[src/rtl/ctrl_pkg.sv]
// Shared definitions for the frame decoder: FSM encoding, header field layout
// and engine-target helpers.
package ctrl_pkg;

  localparam int NTGT    = 3;
  localparam int TGT_MSB = 7;
  localparam int TGT_LSB = 6;
  localparam int OP_LSB  = 4;

  localparam logic [1:0] TGT_INVALID = 2'd3;

  typedef enum logic [1:0] {
    HDR   = 2'd0,
    SRC   = 2'd1,
    DST   = 2'd2,
    ISSUE = 2'd3
  } state_t;

  // One-hot engine select; the invalid target maps to no engine at all.
  function automatic logic [NTGT-1:0] tgt_onehot(input logic [1:0] tgt);
    tgt_onehot = '0;
    if (tgt != TGT_INVALID) tgt_onehot[tgt] = 1'b1;
  endfunction

endpackage

[src/rtl/engine_busy_tracker.sv]
// Per-engine busy flags: set on request handshake, cleared by completion pulses,
// which are turned into registered one-cycle acks.
module engine_busy_tracker
  import ctrl_pkg::*;
(
  input  logic            clk,
  input  logic            rst,
  input  logic            issue,
  input  logic [1:0]      issue_tgt,
  input  logic [NTGT-1:0] done_in,
  output logic [NTGT-1:0] busy,
  output logic [NTGT-1:0] ack_out
);

  logic [NTGT-1:0] set_vec;
  logic [NTGT-1:0] clr_vec;

  // A completion only counts for an engine that actually holds a request.
  always_comb begin
    set_vec = issue ? tgt_onehot(issue_tgt) : '0;
    clr_vec = done_in & busy;
  end

  always_ff @(posedge clk or posedge rst) begin
    if (rst) begin
      busy    <= '0;
      ack_out <= '0;
    end else begin
      busy    <= (busy & ~clr_vec) | set_vec;
      ack_out <= clr_vec;
    end
  end

endmodule

[src/rtl/bus_frame_decoder.sv]
// Reassembles byte-serial command frames into a parallel engine request.
// Optional idle timeout inside a frame is enabled with `define FRAME_TIMEOUT_EN.
//
// Handshakes: a byte moves when data_bus_valid && bus_ready; a request moves
// when req_valid && req_ready. A raised valid is never withdrawn before the
// matching ready, and the req_* payload is held constant while it waits.
module bus_frame_decoder
  import ctrl_pkg::*;
#(
  parameter int ADDRW          = 24,
  parameter int OPCODEW        = 2,
  parameter int TIMEOUT_CYCLES = 1024
) (
  input  logic               clk,
  input  logic               rst,
  input  logic [7:0]         data_bus_in,
  input  logic               data_bus_valid,
  output logic               bus_ready,
  output logic               req_valid,
  input  logic               req_ready,
  output logic [1:0]         req_target,
  output logic [OPCODEW-1:0] req_opcode,
  output logic [ADDRW-1:0]   req_src_addr,
  output logic [ADDRW-1:0]   req_dst_addr,
  input  logic [NTGT-1:0]    done_in,
  output logic [NTGT-1:0]    ack_out,
  output logic               frame_err,
  output logic [1:0]         state_dbg
);

  localparam int ABYTES = ADDRW / 8;
  localparam int CNTW   = (ABYTES > 1) ? $clog2(ABYTES) : 1;
  localparam logic [CNTW-1:0] CNT_LAST = CNTW'(ABYTES - 1);

  state_t          state;
  state_t          state_nxt;
  logic [CNTW-1:0] cnt;
  logic [NTGT-1:0] busy;
  logic            xfer;
  logic            issue;
  logic            timeout_hit;

  assign bus_ready = (state != ISSUE);
  assign xfer      = data_bus_valid && bus_ready;
  assign issue     = req_valid && req_ready;
  assign state_dbg = state;

`ifdef FRAME_TIMEOUT_EN
  localparam int IDLEW = (TIMEOUT_CYCLES > 1) ? $clog2(TIMEOUT_CYCLES) : 1;

  logic [IDLEW-1:0] idle_cnt;
  logic             in_frame;

  assign in_frame    = (state == SRC) || (state == DST);
  assign timeout_hit = in_frame && !data_bus_valid &&
                       (idle_cnt == IDLEW'(TIMEOUT_CYCLES - 1));

  always_ff @(posedge clk or posedge rst) begin
    if (rst) begin
      idle_cnt <= '0;
    end else if (!in_frame || data_bus_valid || timeout_hit) begin
      idle_cnt <= '0;
    end else begin
      idle_cnt <= idle_cnt + 1'b1;
    end
  end
`else
  // No timeout hardware: a partial frame simply waits for its next byte.
  assign timeout_hit = (TIMEOUT_CYCLES < 0);
`endif

  always_ff @(posedge clk or posedge rst) begin
    if (rst) state <= HDR;
    else     state <= state_nxt;
  end

  always_comb begin
    state_nxt = state;
    req_valid = 1'b0;
    frame_err = 1'b0;
    case (state)
      HDR: begin
        if (data_bus_valid) state_nxt = SRC;
      end
      SRC: begin
        if (data_bus_valid && (cnt == CNT_LAST)) begin
          state_nxt = DST;
        end else if (timeout_hit) begin
          state_nxt = HDR;
          frame_err = 1'b1;
        end
      end
      DST: begin
        if (data_bus_valid && (cnt == CNT_LAST)) begin
          state_nxt = ISSUE;
        end else if (timeout_hit) begin
          state_nxt = HDR;
          frame_err = 1'b1;
        end
      end
      ISSUE: begin
        // Invalid target: the frame is already fully consumed, just drop it.
        if (req_target == TGT_INVALID) begin
          frame_err = 1'b1;
          state_nxt = HDR;
        end else begin
          req_valid = ((busy & tgt_onehot(req_target)) == '0);
          if (req_valid && req_ready) state_nxt = HDR;
        end
      end
      default: state_nxt = HDR;
    endcase
  end

  always_ff @(posedge clk or posedge rst) begin
    if (rst) begin
      cnt          <= '0;
      req_target   <= '0;
      req_opcode   <= '0;
      req_src_addr <= '0;
      req_dst_addr <= '0;
    end else if (timeout_hit) begin
      cnt <= '0;
    end else if (xfer) begin
      case (state)
        HDR: begin
          req_target <= data_bus_in[TGT_MSB:TGT_LSB];
          req_opcode <= data_bus_in[OP_LSB +: OPCODEW];
          cnt        <= '0;
        end
        SRC: begin
          req_src_addr <= (req_src_addr << 8) | ADDRW'(data_bus_in);
          cnt          <= (cnt == CNT_LAST) ? '0 : cnt + 1'b1;
        end
        DST: begin
          req_dst_addr <= (req_dst_addr << 8) | ADDRW'(data_bus_in);
          cnt          <= (cnt == CNT_LAST) ? '0 : cnt + 1'b1;
        end
        default: cnt <= '0;
      endcase
    end
  end

  engine_busy_tracker u_busy (
    .clk       (clk),
    .rst       (rst),
    .issue     (issue),
    .issue_tgt (req_target),
    .done_in   (done_in),
    .busy      (busy),
    .ack_out   (ack_out)
  );

endmodule

[config.mk]
export PLATFORM = sky130hd
export DESIGN_NAME = bus_frame_decoder
export DESIGN_NICKNAME = d
export VERILOG_FILES = /design/src/rtl/ctrl_pkg.sv /design/src/rtl/engine_busy_tracker.sv /design/src/rtl/bus_frame_decoder.sv
export SDC_FILE = /design/constraint.sdc
export NUM_CORES = 1
export LEC_CHECK = 0
export CORE_ASPECT_RATIO = 1.4
export CORE_MARGIN = 1.5
export CORE_UTILIZATION = 45
export DETAILED_ROUTE_END_ITERATION = 12
export PLACE_DENSITY = 0.77
export SLEW_MARGIN = 30
export SYNTH_ARGS = -nofsm -noshare
export SYNTH_HDL_FRONTEND = slang
export SYNTH_SLANG_ARGS = --single-unit
[constraint.sdc]
create_clock -name clk -period 2.4 [get_ports clk]
set_input_delay 0.36 -clock clk [delete_from_list [all_inputs] [get_ports clk]]
set_output_delay 0.36 -clock clk [all_outputs]
set_load 0.005 [all_outputs]
==> results of run 1 <==
==> power by group <==
group / internal (mW) / switching (mW)
Sequential: 1.54 / 0.369
Combinational: 1.38 / 0.636
Clock: 0.609 / 0.383
Total: 3.54 / 1.39
==> final timing paths <==
| path | slack (ns) | start | depth (start not counted) | end |
|---|---|---|---|---|
| worst min-delay path | 0.39 | rst | 2 | req_dst_addr[21] |
| worst max-delay path | 0.22 | req_target[0] | 4 | req_valid |
| worst min register to register | 0.50 | req_dst_addr[23] | 1 | req_dst_addr[23] |
| min in group clk | 0.50 | req_dst_addr[23] | 1 | req_dst_addr[23] |
| max in group asynchronous | 1.48 | rst | 3 | req_src_addr[8] |
| worst max register to register | 0.48 | state_dbg[0] | 5 | req_src_addr[8] |
==> registers in the layout, summed over array words and instances (netlist names) <==
register and cells:
req_opcode 2, cnt 2, u_busy.ack_out 3, req_target 2
req_src_addr 24, u_busy.busy 3, state_dbg 2, req_dst_addr 24
==> cells in the mapped netlist, drive strengths merged <==
cell | n | area (µm²)
nand3b | 1 | 7.51
mux2 | 53 | 597
nand3 | 3 | 15.0
nand2 | 4 | 15.0
buf | 6 | 36.3
a21oi | 1 | 5.00
o41ai | 1 | 8.76
or4b | 1 | 10.0
nor2 | 7 | 26.3
inv | 7 | 26.3
a311oi | 1 | 15.0
and2 | 3 | 18.8
mux2i | 4 | 40.0
dfrtp | 62 | 1550
and3 | 1 | 7.51
nand2b | 1 | 6.26
o21ai | 4 | 20.0
nor3 | 1 | 5.00
ha | 4 | 50.1
nor2b | 2 | 12.5
==> cell families (layout without fill, tap and decap cells) <==
kind of cell / count (synthesis) / in the layout / share of synthesized area [%]
flops: 62 / 62 / 62.7
mux: 57 / 57 / 25.7
simple gates: 24 / 24 / 5.01
buf+inv: 13 / 103 / 2.53
compound gates: 7 / 7 / 1.97
fa+ha+maj: 4 / 4 / 2.02
==> cell usage in the layout, fill, tap and decap left out, drive strengths merged, types with 2 or more instances in the layout <==
master	count
clkdlybuf4s50	74
dfrtp	62
mux2	53
clkbuf	10
nor2	7
inv	7
buf	6
nand2	4
mux2i	4
o21ai	4
ha	4
nand3	3
and2	3
nor2b	2
bufinv	2
clkinv	2
clkinvlp	2
==> layout make-up <==
class,count,area (µm²)
clock inverters,6,85.1
well taps,66,82.6
fillers,396,1700
flip-flops and latches,62,1550
repair buffers,80,798
clock buffers,10,138
multi-input cells,92,860
inverters,7,26.3
==> metal layers <==
layer | part of all wire, % | wire length, µm | vias up
met5 | 0 | 0 | -
met4 | 1.2 | 55 | 0
met3 | 5.5 | 260 | 7
met2 | 50 | 2380 | 55
met1 | 43 | 2050 | 774
li1 | - | - | 751
==> metrics by stage <==
| step | cells | utilization [%] |
|---|---|---|
| finish | 323 | 67.6 |
| global route | 323 | 67.6 |
| global placement | 307 | 63.4 |
| CTS | 323 | 67.6 |
| detailed placement | 307 | 63.4 |
| floorplan | 167 | - |
==> worst max-delay path: stages (launching register included) <==
cell             delay [ns]
dfrtp_1                0.51
mux2i_1                0.29
mux2i_1                0.11
nor2_1                 0.09
clkdlybuf4s50_1        0.50
==> flow_summary_export.csv, run 1 <==
group,metric,value,unit
detailed_routing,vias,1587,
global_route,use_met3,5.86,%
critical_path,worstSetupEndpointType,"output port",
detailed_routing,dr.pass1.iters,4,
detailed_routing,route.detailed.drc,0,
global_route,grt_pass1_wl,7790,µm
timing,report.final.hold_viol_count,0,
cts,cts_resized,0,
floorplan,core_area,0.00524,mm²
cts,ctsHoldBuffers,0,
critical_path,worstPathRequired,2.04,ns
cts,post-cts-setup-buffers,0,
timing,fin_setup_tns,0,ns
cts,clkLatencyLatePin,0.33,ns
placed_design,place_hpwl,3540,µm
floorplan,die_h,90.7,µm
cts,clock_path_buffers,2,
cts,cts-buffers-inserted,9,
finish,postLayoutCellArea,0.00354,mm²
timing,max_freq,0.459,GHz
global_route,grt_pass1_vias,1558,
cts,htree_num_levels,3,
finish,nNetsFinal,271,
synth,synth.distinct_cells,22,
cts,clock-sinks,62,
detailed_routing,drt_iter0_drc,98,
floorplan,die_w,65.7,µm
global_route,track_usage,17.4,%
global_route,top_usage_layer,"met2",
critical_path,critPathMaxFanout,9,
synth,synth_nets,186,
power,powerDensity,1390,mW/mm²
timing,rsz0062_at_grt,"no",
power,peakVddDrop,0.753,mV
placed_design,pre_cts_ws,0.358,ns
timing,finalWorstSetupSlack,0.223,ns
finish,n_antenna_cell,0,
power,power_leakage,1.55,nW
timing,relSlewSlack,65.7,%
synth,yosysSeqAreaShare,62.7,%
floorplan,ioPinCount,75,
detailed_routing,viasPerCell,4.91,
job,maxCapViolCount,0,
timing,setup_viol,0,
critical_path,crit_type,"flip-flop to output port",
critical_path,crit_arrival,1.82,ns
placed_design,globalplace.congestion,0.733,
global_route,overflow,0,
detailed_routing,drtAntennaViolNets,0,
cts,cts_tree,"done",
floorplan,std_cell_rows,31,
timing,hold_ws,0.392,ns
global_route,grt_max_degree,25,
synth,synth_cells,167,
synth,netlist_area,0.00247,mm²
timing,min_period_over_period,90.7,%
floorplan,start_util,47.2,%
min_path,hp-class,"input pin to asynchronous set/reset pin",
detailed_routing,drt_wl_total,4750,µm
power,finalPower,4.93,mW
run_status,status,"finished, final reports clean",
timing,fin_skew,0.00432,ns
cts,path_clk_slew,0.07,ns
floorplan,dieArea,0.00596,mm²
timing,tightest_slew,0.514,ns
placed_design,io_buffers,74,
synth,ys_seq_elements,62,
timing,post-route-min-period,2.18,ns
synth,avgSynthCellArea,14.8,µm²
cts,root_buffer,"clkbuf_8",
finish,syn_to_final_growth,43.1,%
global_route,antenna_found_initial,0,
critical_path,startpoint_type,"flip-flop",
finish,layout-drive-gt1-share,26.1,%
detailed_routing,routedWlPerCell,14.7,µm
timing,slew_violations,0,
global_route,met2_usage,27.9,%
placed_design,place_area,0.00332,mm²
synth,yosys_warnings,0,
global_route,use_met1,21.8,%
(Power assumes the default switching activity.)
==> run 2, diff against run 1 <==
CTS_BUF_LIST = sky130_fd_sc_hd__clkbuf_8   (was unset)
==> results of run 2 <==
No change in the layout: final DEF, timing and power equal those of run 1.
==> run 3, diff against run 2 <==
CAP_MARGIN = 20   (was unset)
==> results of run 3 <==
No change in the layout: final DEF, timing and power equal those of run 1.
